==> src/rtl/snake_scoreboard_7seg_pkg.sv <==
// Shared constants for the snake score display: segment patterns (active-low a..g),
// digit count and BCD nibble width.
package snake_pkg;

    localparam int NUM_DIGITS = 4;
    localparam int BCD_W      = 4;

    localparam logic [6:0] SEG_0     = 7'b0000001;
    localparam logic [6:0] SEG_1     = 7'b1001111;
    localparam logic [6:0] SEG_2     = 7'b0010010;
    localparam logic [6:0] SEG_3     = 7'b0000110;
    localparam logic [6:0] SEG_4     = 7'b1001100;
    localparam logic [6:0] SEG_5     = 7'b0100100;
    localparam logic [6:0] SEG_6     = 7'b0100000;
    localparam logic [6:0] SEG_7     = 7'b0001111;
    localparam logic [6:0] SEG_8     = 7'b0000000;
    localparam logic [6:0] SEG_9     = 7'b0001100;
    localparam logic [6:0] SEG_BLANK = 7'b1111111;
    localparam logic [6:0] SEG_DASH  = 7'b1111110;

endpackage

==> src/rtl/snake_scoreboard_7seg_bcd_to_7seg.sv <==
// BCD nibble to active-low seven-segment pattern; blank flag forces all segments off.
// Latency: combinational. Backpressure: none.
// Non-BCD nibbles (A-F) render as a dash so a corrupted score is visible.
module bcd_to_7seg
    import snake_pkg::*;
(
    input  logic [BCD_W-1:0] i_bcd,
    input  logic             i_blank,
    output logic [6:0]       o_seg
);

    always_comb begin
        o_seg = SEG_DASH;
        if (i_blank) begin
            o_seg = SEG_BLANK;
        end else begin
            case (i_bcd)
                4'd0:    o_seg = SEG_0;
                4'd1:    o_seg = SEG_1;
                4'd2:    o_seg = SEG_2;
                4'd3:    o_seg = SEG_3;
                4'd4:    o_seg = SEG_4;
                4'd5:    o_seg = SEG_5;
                4'd6:    o_seg = SEG_6;
                4'd7:    o_seg = SEG_7;
                4'd8:    o_seg = SEG_8;
                4'd9:    o_seg = SEG_9;
                default: o_seg = SEG_DASH;
            endcase
        end
    end

endmodule

==> src/rtl/snake_scoreboard_7seg.sv <==
// Four-digit multiplexed score display driver; optional leading-zero blanking via SNAKE_SCOREBOARD_BLANK_EN.
// Latency: a score change shows at its digit's next slot (at most 4*SCAN_DIV cycles); outputs registered.
// Backpressure: none; i_Score is sampled only on scan-tick edges.
module snake_scoreboard_7seg
    import snake_pkg::*;
#(
    parameter int SCORE_WIDTH = 16,
    parameter int SCAN_DIV    = 1
) (
    input  logic                   i_Clk,
    input  logic                   i_Rst,
    input  logic [SCORE_WIDTH-1:0] i_Score,
    output logic [6:0]             o_ScoreDisplay,
    output logic [NUM_DIGITS-1:0]  o_SegmentSelect
);

    localparam int              CNT_W   = (SCAN_DIV > 1) ? $clog2(SCAN_DIV) : 1;
    localparam logic [CNT_W-1:0] CNT_MAX = CNT_W'(SCAN_DIV - 1);

    logic [CNT_W-1:0]      cnt_q, cnt_d;
    logic [1:0]            idx_q, idx_d;
    logic [NUM_DIGITS-1:0] sel_q, sel_d;
    logic [6:0]            seg_q, seg_d;

    logic                  tick;
    logic [1:0]            idx_nxt;
    logic [BCD_W-1:0]      nib;
    logic                  blank;
    logic [6:0]            seg_dec;
    logic [15:0]           score_lo;
    logic                  unused_score;

    // Only the low four BCD digits are displayed; wider score buses are tolerated.
    assign score_lo     = i_Score[15:0];
    assign unused_score = ^i_Score;

    always_comb begin
        tick    = (cnt_q == CNT_MAX);
        idx_nxt = idx_q + 2'd1;
        nib     = score_lo[{idx_nxt, 2'b00} +: BCD_W];
        blank   = 1'b0;
`ifdef SNAKE_SCOREBOARD_BLANK_EN
        // A digit blanks only while it and every more-significant digit are zero.
        case (idx_nxt)
            2'd1:    blank = (score_lo[15:4]  == 12'd0);
            2'd2:    blank = (score_lo[15:8]  == 8'd0);
            2'd3:    blank = (score_lo[15:12] == 4'd0);
            default: blank = 1'b0;
        endcase
`else
        blank = 1'b0;
`endif
    end

    bcd_to_7seg u_dec (
        .i_bcd   (nib),
        .i_blank (blank),
        .o_seg   (seg_dec)
    );

    always_comb begin
        cnt_d = tick ? '0 : cnt_q + CNT_W'(1);
        idx_d = idx_q;
        sel_d = sel_q;
        seg_d = seg_q;
        if (tick) begin
            idx_d = idx_nxt;
            sel_d = 4'b0001 << idx_nxt;
            seg_d = seg_dec;
        end
    end

    always_ff @(posedge i_Clk) begin
        if (i_Rst) begin
            cnt_q <= '0;
            idx_q <= 2'd0;
            sel_q <= 4'b0001;
            seg_q <= SEG_BLANK;
        end else begin
            cnt_q <= cnt_d;
            idx_q <= idx_d;
            sel_q <= sel_d;
            seg_q <= seg_d;
        end
    end

    assign o_ScoreDisplay  = seg_q;
    assign o_SegmentSelect = sel_q;

endmodule

==> config.mk <==
export PLATFORM = sky130hd
export DESIGN_NAME = snake_scoreboard_7seg
export DESIGN_NICKNAME = d
export VERILOG_FILES = /design/src/rtl/snake_scoreboard_7seg_pkg.sv /design/src/rtl/snake_scoreboard_7seg_bcd_to_7seg.sv /design/src/rtl/snake_scoreboard_7seg.sv
export SDC_FILE = /design/constraint.sdc
export NUM_CORES = 1
export LEC_CHECK = 0
export ABC_AREA = 1
export BUFFER_PORTS_ARGS = -buffer_cell sky130_fd_sc_hd__buf_2
export CAP_MARGIN = 20
export CORE_AREA = 10 10 64 66
export DETAILED_ROUTE_END_ITERATION = 8
export DIE_AREA = 0 0 74 76
export GPL_ROUTABILITY_DRIVEN = 1
export GPL_TIMING_DRIVEN = 0
export PLACE_DENSITY = 0.53
export REMOVE_ABC_BUFFERS = 1
export SLEW_MARGIN = 0
export SYNTH_ARGS = -nofsm -noshare
export SYNTH_HDL_FRONTEND = slang
export SYNTH_HIERARCHICAL = 1
export SYNTH_SLANG_ARGS = --single-unit
==> constraint.sdc <==
create_clock -name i_Clk -period 2.9 [get_ports i_Clk]
set_clock_uncertainty 0.2 [all_clocks]
set_input_delay 0.58 -clock i_Clk [delete_from_list [all_inputs] [get_ports i_Clk]]
set_output_delay 0.58 -clock i_Clk [all_outputs]
set_load 0.005 [all_outputs]
# Word level (Yosys, flattened, before mapping)
# Memories as Yosys holds them, arrays and structs flattened. A register that Yosys moved wholly into a read port is not among the register bits.
# Index checks and enable logic that the tools add are counted.
# classes
n_addsub	2
shift	2
n_bitwise	1
reduce_logical	2
# ops
operator	n
$shiftx 16x5->4	1
$shl 1x2->4 const A	1
$add 2x1->2 const B	1
$reduce_or 2->1	1
$add 1x1->1 const B	1
$logic_not 1->1	1
$not 1->1	1
# word_totals
regBits	7
rom_bits	112
in_bits	18
output_inout_bits	11
memories	1
# memory_table
name	depth	width	rd	rd_clocked_by_memory_dff	wr	line_no	text
(no name shown)	16	7	1	1	0	snake_scoreboard_7seg_bcd_to_7seg.sv:17	case (i_bcd)

# Longest topological paths before layout
# logic_depth
word_depth	2
mapped_depth	14
mapped_depth_nobuf	13

# Cells and area by module
# Netlist, hierarchy kept.
# by_module_without_submodules
mod	instances	cells_each	area_per_inst_um2
snake_scoreboard_7seg	1	111	754.5
bcd_to_7seg	1	38	197.7

# Worst setup path after synthesis
# No wires, ideal clock.
# synth_path
kind	register -> register
start	register idx_q[0]
end	register seg_q[3] (netlist: o_ScoreDisplay[3])
arrival_time_ns	1.844
required_time_ns	2.579
slack_ns	0.735
path_stages_with_launch	14
n_path_buf	1
synth_period_minus_slack_ns	2.165
path_cell_list	dfxtp_1 > buf_6 > inv_4 > ha_1 > inv_1 > nand3_1 > nand2_1 > inv_1 > ha_1 > nand2_1 > nand3_1 > nand2_1 > nand2_1 > nand3_1
# synth_between
elab_chain_len	2
# synth_lines
element	line_no	text
start, declared	snake_scoreboard_7seg.sv:21	logic [1:0] idx_q, idx_d;
start signal, assigned	snake_scoreboard_7seg.sv:81	idx_q <= idx_d;
$add 2x1->2	snake_scoreboard_7seg.sv:39	idx_nxt = idx_q + 2'd1;
via idx_nxt[0]	snake_scoreboard_7seg.sv:26	logic [1:0] idx_nxt;
$shiftx 16x5->4	snake_scoreboard_7seg.sv:40	nib = score_lo[{idx_nxt, 2'b00} +: BCD_W];
via nib[1]	snake_scoreboard_7seg.sv:27	logic [BCD_W-1:0] nib;
end, declared	snake_scoreboard_7seg.sv:23	logic [6:0] seg_q, seg_d;
# The timed path passes the listed nets, and every way through them passes these cells.
# A chain may end at the register's enable or synchronous reset.

# Worst setup path in the final report
# Same ends and word-level chain as after synthesis.

==> flow_metrics.env <==
export IMPL_status="finished clean"
export IMPL_crit_chain="inv_4 -> ha_1 -> inv_1 -> nand3_1 -> nand2_1 -> inv_1 -> ha_1 -> nand2_1 -> nand3_1 -> nand2_1 -> nand2_1 -> nand3_1"
export IMPL_clk_path_buf_depth=2
export IMPL_clk_latency_ns=0.28
export IMPL_hold_viol=0
export IMPL_slew_viol_final=0
export IMPL_fin_util_pct=39.0
export IMPL_grt_total_usage_pct=7.74
export IMPL_layout_area_seq_um2=282
export IMPL_synthCells=149
export IMPL_worstHoldPathType="input port to register"
export IMPL_vias=906
export IMPL_ys_types=17
export IMPL_period_share_pct=86.6
export IMPL_tns_ns=0
export IMPL_cts_root_buf="clkbuf_4"
export IMPL_cts_num_sinks=14
export IMPL_dp_hpwl_mm=1.64
export IMPL_grt_pass1_vias=861
export IMPL_layout_min_cycle_time_ns=2.51
export IMPL_power_per_cell_area_nw_per_um2=462
export IMPL_crit_slowest_cell="dfxtp_2"
export IMPL_critPathArrivalTime_ns=2.46
export IMPL_first_pass_iters=2
export IMPL_grt_pass1_wl_mm=3.64
export IMPL_grt_ovfl_total=0
export IMPL_wire_per_inst_um=9.65
export IMPL_synth_area_um2=952
export IMPL_drc=0
export IMPL_power_leakage_nw=0.671
export IMPL_die_h_um=76
export IMPL_drt_total_wl_mm=2.06
export IMPL_antenna_found_initial=0
export IMPL_cts_clk_slew_worst_paths_ns=0.08
export IMPL_cts_setup_buffers=0
export IMPL_syn2layout_area_growth_pct=19.8
export IMPL_drt_iter0_drc=28
export IMPL_rows=20
export IMPL_io_buffers=28
export IMPL_die_w_um=74
export IMPL_yosys_warnings=6
export IMPL_slew_limit_headroom_pct=64.0
export IMPL_cp_num_buf_inv=3
export IMPL_ir_drop_v=0.000214
export IMPL_ys_ff_latch=14
export IMPL_multi_input_area_um2=534
export IMPL_gp_congestion=0.719
export IMPL_io_pins=29
export IMPL_setup_viol=0
export IMPL_slowest_delay_ns=0.51
export IMPL_path_class="register to register"
export IMPL_die_area_um2=5620
export IMPL_via_per_inst=4.25
export IMPL_grt_max_degree=15
export IMPL_postSynthAreaPerCell_um2=6.39
export IMPL_required_ns=2.85
export IMPL_critPathLaunchType="register"
export IMPL_crit_path_end_kind="register"
export IMPL_htree_levels=1
export IMPL_seq_area_frac_synth_pct=29.4
export IMPL_initial_core_util_pct=32.5
export IMPL_fin_nets=208
export IMPL_crit_top_cell="nand2_1"
export IMPL_cp_top_family="adder cells"
export IMPL_drive_gt1_share_pct=23.3
export IMPL_synthTopCellsByArea="dfxtp_1, nand2_1, ha_1"
export IMPL_worstPathMaxFanout=12
export IMPL_fmax_ghz=0.398
export IMPL_synth_top_cell_area_share_pct=29.4
export IMPL_insertedDiodeCount=0
export IMPL_postRouteAntennaNets=0
export IMPL_cts_buffers=3
export IMPL_cts_tree="done"
export IMPL_core_area_um2=2930
export IMPL_drv_cap=0
export IMPL_synth_top_area_cell="dfxtp_1"
export IMPL_n_fill_cell=334
export IMPL_tightest_slew_ns=0.540
export IMPL_rsz0062_at_grt="no"
## Yosys cell counts
cell type and count:
nand2_1 53, inv_1 25, nand3_1 20, dfxtp_1 14, ha_1 9, nor2_1 8, o21ai_0 5, buf_6 3
nor2_2 3, inv_2 2, a21oi_1 1, a21oi_2 1, buf_4 1, conb_1 1, inv_4 1, nand2_4 1
o21ai_2 1
## state kept, by name, indices dropped and copies added, names as in the netlist
register         cells
o_ScoreDisplay       7
o_SegmentSelect      4
idx_q                2
cnt_q                1
## routing by layer
| layer | track usage (%) | up-vias | part of all wire (%) |
|---|---|---|---|
| li1 | - | 505 | - |
| met1 | 8.52 | 378 | 47 |
| met2 | 12.5 | 19 | 44 |
| met3 | 2.47 | 4 | 7.3 |
| met4 | 4.48 | 0 | 1.6 |
| met5 | 0 | - | 0 |
## power breakdown
group / switching, mW / internal (mW)
clock: 0.0610 / 0.0763
sequential: 0.0141 / 0.208
combinational: 0.101 / 0.0663
total: 0.176 / 0.351
## metrics by stage
step                      instance area, um^2  worst slack, ns  std cells  power, mW  hold WS (ns)
after floorplan                           922            0.597        148      0.346         0.263
after global placement                   1100            0.251        209      0.394         0.250
after detailed placement                 1100            0.209        209      0.397         0.250
after CTS                                1140            0.181        213      0.535         0.260
after global routing                     1140           0.0966        213      0.575         0.253
final                                    1140            0.390        213      0.527         0.260
## placed cells by master, fill, tap and decap left out, drive strengths merged
cell type   n
dfxtp      14
nand2      54
nand3      20
a21oi       2
ha          9
buf        28
conb        4
nor2       11
inv        28
o21ai       6
clkbuf      4
## logic make-up after synthesis
family / Yosys count / synth area share (%)
AOI/OAI and AO/OA: 8 / 4.99
buffers and inverters: 32 / 15.6
adders and majority gates: 9 / 11.8
DFF: 14 / 29.4
other: 1 / 0.394
and+or+nand+nor: 85 / 37.7
## layout make-up
cell class / instances / share of cell area (%)
sequential: 14 / 24.7
tap: 33 / 3.62
inverter: 28 / 9.43
clock buffer: 4 / 3.18
timing repair buffer: 28 / 12.3
multi-input combinational: 106 / 46.8
## worst paths after layout
path | endpoint | depth (start not counted) | startpoint | slack [ns]
worst max-delay path | o_ScoreDisplay[3]$_SDFFE_PP1N_ | 12 | idx_q[0]$_SDFFE_PP0N_ | 0.39
worst min-delay path | idx_q[0]$_SDFFE_PP0N_ | 2 | i_Rst | 0.26
worst max register to register | o_ScoreDisplay[3]$_SDFFE_PP1N_ | 12 | idx_q[0]$_SDFFE_PP0N_ | 0.39
worst min register to register | o_ScoreDisplay[6]$_SDFFE_PP1N_ | 2 | o_ScoreDisplay[6]$_SDFFE_PP1N_ | 0.27
## timing repair
action | CTS | global route
endpoints found under the setup margin | 0 | 4
hold buffers | 0 | 0
gates resized for setup | 0 | 1
Note: power is estimated with default switching activity, not from simulation.
